<file path="config.mk">
export PLATFORM = sky130hd
export DESIGN_NAME = id_issue_queue
export DESIGN_NICKNAME = d
export VERILOG_FILES = /design/src/rtl/id_issue_queue.sv
export SDC_FILE = /design/constraint.sdc
export NUM_CORES = 1
export LEC_CHECK = 0
export ABC_CLOCK_PERIOD_IN_PS = 4790
export CAP_MARGIN = 20
export CORE_MARGIN = 1
export CORE_UTILIZATION = 50
export CTS_BUF_LIST = sky130_fd_sc_hd__clkbuf_16
export CTS_CLUSTER_SIZE = 14
export DETAILED_ROUTE_END_ITERATION = 16
export PLACE_DENSITY = 0.79
export SLEW_MARGIN = 10
export SYNTH_ARGS = -nofsm -noshare
export SYNTH_HDL_FRONTEND = slang
export SYNTH_SLANG_ARGS = --single-unit
export TNS_END_PERCENT = 1
</file>
<file path="constraint.sdc">
create_clock -name clk -period 4.79 [get_ports clk]
set_clock_uncertainty 0.2 [all_clocks]
set_input_delay 0.958 -clock clk [delete_from_list [all_inputs] [get_ports clk]]
set_output_delay 0.958 -clock clk [all_outputs]
set_load 0.005 [all_outputs]
</file>
<file path="src/rtl/id_issue_queue.sv">
// Decode/issue stage: DEPTH-entry instruction FIFO, head decode, load-use scoreboard, registered issue slot.
// Optional JAL early redirect is enabled by defining ID_JAL_REDIRECT_EN.
module id_issue_queue #(
   parameter int XLEN  = 32,
   parameter int DEPTH = 4,
   parameter int NREG  = 32
) (
   input  logic                       clk,
   input  logic                       rst,
   input  logic                       inst_valid_i,
   input  logic [31:0]                inst_i,
   input  logic [XLEN-1:0]            pc_i,
   output logic                       inst_ready_o,
   input  logic                       flush_i,
   input  logic                       ld_done_i,
   input  logic [4:0]                 ld_done_addr_i,
   output logic                       issue_valid_o,
   input  logic                       issue_ready_i,
   output logic [3:0]                 opclass_o,
   output logic [2:0]                 funct3_o,
   output logic                       alt_o,
   output logic [4:0]                 rs1_o,
   output logic [4:0]                 rs2_o,
   output logic [4:0]                 rd_o,
   output logic                       wreg_o,
   output logic [XLEN-1:0]            imm_o,
   output logic [XLEN-1:0]            pc_o,
   output logic [$clog2(DEPTH):0]     count_o,
   output logic                       redirect_valid_o,
   output logic [XLEN-1:0]            redirect_pc_o
);

   localparam int AW = $clog2(DEPTH);
   localparam logic [AW:0]   FULL_CNT = (AW+1)'(DEPTH);
   localparam logic [AW:0]   CNT_ONE  = (AW+1)'(1);
   localparam logic [AW-1:0] PTR_ONE  = AW'(1);

   localparam logic [3:0] OC_NOP    = 4'd0;
   localparam logic [3:0] OC_LUI    = 4'd1;
   localparam logic [3:0] OC_AUIPC  = 4'd2;
   localparam logic [3:0] OC_OPIMM  = 4'd3;
   localparam logic [3:0] OC_OP     = 4'd4;
   localparam logic [3:0] OC_LOAD   = 4'd5;
   localparam logic [3:0] OC_STORE  = 4'd6;
   localparam logic [3:0] OC_JAL    = 4'd7;
   localparam logic [3:0] OC_JALR   = 4'd8;
   localparam logic [3:0] OC_BRANCH = 4'd9;
   localparam logic [3:0] OC_ILL    = 4'd15;

   logic [31:0]     q_inst [DEPTH];
   logic [XLEN-1:0] q_pc   [DEPTH];
   logic [AW-1:0]   wr_ptr, rd_ptr;
   logic [NREG-1:0] pend, pend_next, set_mask, clr_mask;

   logic [31:0]     head_inst;
   logic [XLEN-1:0] head_pc;
   logic            head_valid, hazard, load, push, jal_redir;

   logic [3:0]      d_opc;
   logic [4:0]      d_rs1, d_rs2, d_rd;
   logic [31:0]     imm32;
   logic [XLEN-1:0] d_imm;

   assign head_inst    = q_inst[rd_ptr];
   assign head_pc      = q_pc[rd_ptr];
   assign head_valid   = (count_o != '0);
   assign inst_ready_o = (count_o != FULL_CNT);

   always_comb begin
      d_opc = OC_ILL;
      d_rs1 = '0;
      d_rs2 = '0;
      d_rd  = '0;
      imm32 = '0;
      case (head_inst[6:0])
         7'h37: begin d_opc = OC_LUI;   d_rd = head_inst[11:7]; imm32 = {head_inst[31:12], 12'b0}; end
         7'h17: begin d_opc = OC_AUIPC; d_rd = head_inst[11:7]; imm32 = {head_inst[31:12], 12'b0}; end
         7'h13: begin
            if (head_inst == 32'h0000_0013) begin
               d_opc = OC_NOP;
            end else begin
               d_opc = OC_OPIMM;
               d_rs1 = head_inst[19:15];
               d_rd  = head_inst[11:7];
               // shift-immediates carry a zero-extended shamt, not the funct7 bits
               if (head_inst[13:12] == 2'b01) imm32 = {27'b0, head_inst[24:20]};
               else                           imm32 = {{20{head_inst[31]}}, head_inst[31:20]};
            end
         end
         7'h33: begin
            d_opc = OC_OP;
            d_rs1 = head_inst[19:15];
            d_rs2 = head_inst[24:20];
            d_rd  = head_inst[11:7];
         end
         7'h03: begin
            d_opc = OC_LOAD;
            d_rs1 = head_inst[19:15];
            d_rd  = head_inst[11:7];
            imm32 = {{20{head_inst[31]}}, head_inst[31:20]};
         end
         7'h23: begin
            d_opc = OC_STORE;
            d_rs1 = head_inst[19:15];
            d_rs2 = head_inst[24:20];
            imm32 = {{20{head_inst[31]}}, head_inst[31:25], head_inst[11:7]};
         end
         7'h6f: begin
            d_opc = OC_JAL;
            d_rd  = head_inst[11:7];
            imm32 = {{11{head_inst[31]}}, head_inst[31], head_inst[19:12], head_inst[20],
                     head_inst[30:21], 1'b0};
         end
         7'h67: begin
            d_opc = OC_JALR;
            d_rs1 = head_inst[19:15];
            d_rd  = head_inst[11:7];
            imm32 = {{20{head_inst[31]}}, head_inst[31:20]};
         end
         7'h63: begin
            d_opc = OC_BRANCH;
            d_rs1 = head_inst[19:15];
            d_rs2 = head_inst[24:20];
            imm32 = {{19{head_inst[31]}}, head_inst[31], head_inst[7], head_inst[30:25],
                     head_inst[11:8], 1'b0};
         end
         7'h0f: d_opc = OC_NOP;
         default: d_opc = OC_ILL;
      endcase
   end

   assign d_imm  = XLEN'($signed(imm32));
   // unused sources decode to x0, which is never pending
   assign hazard = pend[d_rs1] | pend[d_rs2];
   assign load   = head_valid && (!issue_valid_o || issue_ready_i) && !hazard && !flush_i;

`ifdef ID_JAL_REDIRECT_EN
   assign jal_redir = load && (d_opc == OC_JAL);
`else
   assign jal_redir = 1'b0;
`endif

   assign push = inst_valid_i && inst_ready_o && !flush_i && !jal_redir;

   always_comb begin
      set_mask = '0;
      clr_mask = '0;
      if (load && d_opc == OC_LOAD && d_rd != '0) set_mask[d_rd] = 1'b1;
      if (ld_done_i) clr_mask[ld_done_addr_i] = 1'b1;
      if (flush_i && issue_valid_o && !issue_ready_i && opclass_o == OC_LOAD) clr_mask[rd_o] = 1'b1;
      pend_next    = (pend & ~clr_mask) | set_mask;
      pend_next[0] = 1'b0;
   end

   always_ff @(posedge clk) begin
      if (push) begin
         q_inst[wr_ptr] <= inst_i;
         q_pc[wr_ptr]   <= pc_i;
      end
   end

   always_ff @(posedge clk) begin
      if (rst) begin
         wr_ptr        <= '0;
         rd_ptr        <= '0;
         count_o       <= '0;
         pend          <= '0;
         issue_valid_o <= 1'b0;
         opclass_o     <= '0;
         funct3_o      <= '0;
         alt_o         <= 1'b0;
         rs1_o         <= '0;
         rs2_o         <= '0;
         rd_o          <= '0;
         wreg_o        <= 1'b0;
         imm_o         <= '0;
         pc_o          <= '0;
      end else begin
         pend <= pend_next;
         if (flush_i) begin
            rd_ptr        <= wr_ptr;
            count_o       <= '0;
            issue_valid_o <= 1'b0;
         end else begin
            if (jal_redir) begin
               rd_ptr  <= wr_ptr;
               count_o <= '0;
            end else begin
               if (push) wr_ptr <= wr_ptr + PTR_ONE;
               if (load) rd_ptr <= rd_ptr + PTR_ONE;
               if (push && !load)      count_o <= count_o + CNT_ONE;
               else if (!push && load) count_o <= count_o - CNT_ONE;
            end
            if (load) begin
               issue_valid_o <= 1'b1;
               opclass_o     <= d_opc;
               funct3_o      <= head_inst[14:12];
               alt_o         <= head_inst[30];
               rs1_o         <= d_rs1;
               rs2_o         <= d_rs2;
               rd_o          <= d_rd;
               wreg_o        <= (d_rd != '0);
               imm_o         <= d_imm;
               pc_o          <= head_pc;
            end else if (issue_ready_i) begin
               issue_valid_o <= 1'b0;
            end
         end
      end
   end

`ifdef ID_JAL_REDIRECT_EN
   always_ff @(posedge clk) begin
      if (rst) begin
         redirect_valid_o <= 1'b0;
         redirect_pc_o    <= '0;
      end else begin
         redirect_valid_o <= jal_redir;
         if (jal_redir) redirect_pc_o <= head_pc + d_imm;
      end
   end
`else
   assign redirect_valid_o = 1'b0;
   assign redirect_pc_o    = '0;
`endif

endmodule

</file>
==> impl_results.md <==
- Status: complete, no violations
- Most frequent cell after synthesis: edfxtp_1
- Max Fclk: 218 MHz
- 1st-iter DRT viols: 1066
- Drt drc: 0
- Post-synthesis async set-or-reset flop share: 0%
- Initial antenna violation count: 1
- Relative slew slack: 37.5%
- First-pass GRT wire length: 62600 um
- Path type of the worst setup path: reg -> reg
- Main flop type after synthesis: edfxtp_1
- HPWL after DPL: 26400 um
- Worst-Margin Slew: 0.937 ns
- H-tree Lvls: 2
- Fin crit period: 4.58 ns
- Netlist Area Pre-Place: 0.0160 mm^2
- Root Buffer: clkbuf_16
- Arrival @ worst endpoint: 4.75 ns
- Dpl cells: 1730
- Unrepaired setup endpoints after global routing: no
- IO Pins: 201
- Leading area contributor after synthesis: edfxtp_1
- Worst hold path stage count: 2
- Distinct cells, synth: 66
- Worst EP required: 4.96 ns
- Die width: 181 um
- CTS tree: yes
- GPL Wtd Cong: 0.910
- Post-route setup TNS: 0 ns
- Vias in the first global route: 10800
- GRT Total Usage: 25.1%
- Max FO, Critical Path: 15
- FF+latch count, synth: 385
- ANT cells: 0
- Final Setup Violations: 0
- Critical Path End Type: flop
- Crit share post-route: 95.7%
- DR vias: 10800
- R2R depth: 17
- Fin cells: 1806
- Grt total ovfl: 0
- CP max stage cell: mux4_2
- Final hold viol count: 0
- Share of layout cells above drive strength 1: 14.9%
- Row Count: 65
- Overall routed net length: 41000 um
- Core Area: 0.0315 mm^2
- Die height: 181 um
- Power per Cell Area: 390 mW/mm^2
- Number of synthesized flops with an enable pin: 256
- Largest stage delay, worst path: 0.53 ns
- Commonest cells post-synth: edfxtp_1, nand2_1, dfxtp_1
- TritonRoute pass-1 iters: 6
- Initial Utilization: 50.8%
- Peak supply drop: 0.326 mV
- Nets: 1453
- Synthesis-to-finish area growth: 22.3%
- LEAKAGE: 6.38 nW
- Startpoint type of the worst setup path: flop
- Post-synth top area share: 48.1%
- Largest net degree at the start of global routing: 88
- Routed Antenna Nets: 0
- Hold Crit Class: reg -> reg
- PortBufs: 167
- Slew Viols, Final: 0
- CTS max path bufs: 3
- Cts bufs inserted: 40
- Avg Vias per Cell: 5.98
- Cell Chain, Critical Path: buf_12, mux4_2, or2_4, a2111oi_4, mux2_1, a221o_1, a21oi_2, a311oi_2, o31a_2, inv_4, ha_4, inv_1, fa_2, xor2_1, nor2_1, xnor2_1, nor3_1
- Seq/Total Area, Yosys: 64.2%
- Clock Latency Late Sink: 0.53 ns
- Die Footprint: 0.0327 mm^2
- Clk slew on worst S/H paths: 0.06 ns
- Routed len/inst: 22.7 um
- Mapped Avg Cell Area: 13.5 um^2
- Synth Warn #: 0
- Cells after synthesis: 1185
- Largest cells by area after synthesis: edfxtp_1, dfxtp_1, mux4_2, nand2_1, a21oi_1
- Max-Cap Viols: 0
- Clk sinks: 385
power by group:
part / leakage [nW] / switching (mW) / total [mW] / internal (mW)
sequential: 3.37 / 0.0673 / 3.72 / 3.66
combinational: 2.33 / 0.502 / 0.924 / 0.421
clock: 0.678 / 1.25 / 2.98 / 1.73
total: 6.38 / 1.82 / 7.63 / 5.80
registers in the layout, indices dropped and copies added, names as in the netlist, named ones only:
signal and flops:
wreg_o 1, rs2_o 5, rs1_o 5, opclass_o 4, imm_o 32, count_o 3, rd_ptr 2, q_pc 128
funct3_o 3, issue_valid_o 1, pc_o 32, rd_o 5, pend 31, wr_ptr 2, q_inst 128, alt_o 1
critical path: cells and delay by family, from the launching register on:
family                   cells  cell delay (ns)
XOR/XNOR                     2             0.30
AO/OA/AOI/OAI                5             1.28
multiplexers                 2             0.90
AND/OR/NAND/NOR              3             0.50
adder cells (fa/ha/maj)      2             0.47
buffers and inverters        3             0.35
flip-flops                   1             0.42
kinds of logic (layout without fill, tap and decap cells):
group / Yosys count / in the layout / synth area share [%]
AOI/OAI and AO/OA: 198 / 198 / 8.61
xor gates and xnor gates: 6 / 6 / 0.329
adders and majority gates: 6 / 6 / 0.516
buffers and inverters: 120 / 307 / 3.84
DFF: 385 / 385 / 64.2
muxes: 86 / 86 / 10.9
other: 1 / 33 / 0.0234
and+or+nand+nor: 383 / 383 / 11.6
per-layer routing:
layer,global-route usage [%],wire length [um],vias up
met4,9.09,1380,2
met5,0,13,-
li1,-,-,4814
met1,33.0,16100,5363
met2,41.3,20100,537
met3,5.08,3400,92
stage by stage:
step                      instance area [um^2]  hold slack, ns  util, %  total power, mW  worst slack [ns]
after floorplan                          16200           0.248        -             4.31           -0.0767
after global placement                   18200           0.239     58.0             4.67             0.130
after detailed placement                 18200           0.244     58.0             4.69            0.0974
after CTS                                19500           0.251     62.0             7.64            0.0332
after global routing                     19600           0.266     62.2             7.88            0.0103
final                                    19600           0.247     62.2             7.63             0.207
cell usage in the layout (no fill, tap or decap), types with 5 or more instances in the layout:
cell type,Yosys,layout
edfxtp_1,256,256
clkdlybuf4s50_1,0,166
nand2_1,146,146
dfxtp_1,129,127
nor2_1,71,71
mux4_2,70,70
a21oi_1,67,66
clkbuf_16,0,44
buf_4,38,43
nor3_1,34,34
conb_1,1,33
nor2b_1,30,30
inv_1,14,29
o221ai_1,26,26
a211oi_1,24,24
o31ai_1,23,23
nand3_1,21,21
nand3b_1,21,21
nand2b_1,13,13
o21ai_0,12,12
mux2i_1,11,11
clkinv_1,0,8
buf_12,0,8
o21ai_1,7,7
nor4_1,7,6
or3_1,5,5
and2_1,9,5
a221oi_1,6,5
path summary, 6_finish.rpt:
path | endpoint | from | slack, ns
worst max-delay path | count_o[2] | flop | 0.21
worst min-delay path | rs2_o[0] | rs2_o[0] | 0.25
worst max register to register | count_o[2] | flop | 0.21
worst min register to register | rs2_o[0] | rs2_o[0] | 0.25
what timing repair did:
action,CTS,global route
endpoints found under the setup margin,0,23
setup buffers,0,1
gates resized for setup,0,3
hold buffers,0,0
area by class of cell:
class / count / area, um^2
Multi-Input combinational cell: 712 / 5280
Timing Repair Buffer: 218 / 2170
Fill cell: 2256 / 11900
Clock inverter: 31 / 195
Clock buffer: 43 / 1080
Inverter: 15 / 58.8
Tap cell: 402 / 503
Sequential cell: 385 / 10300
(Power assumes the default switching activity.)
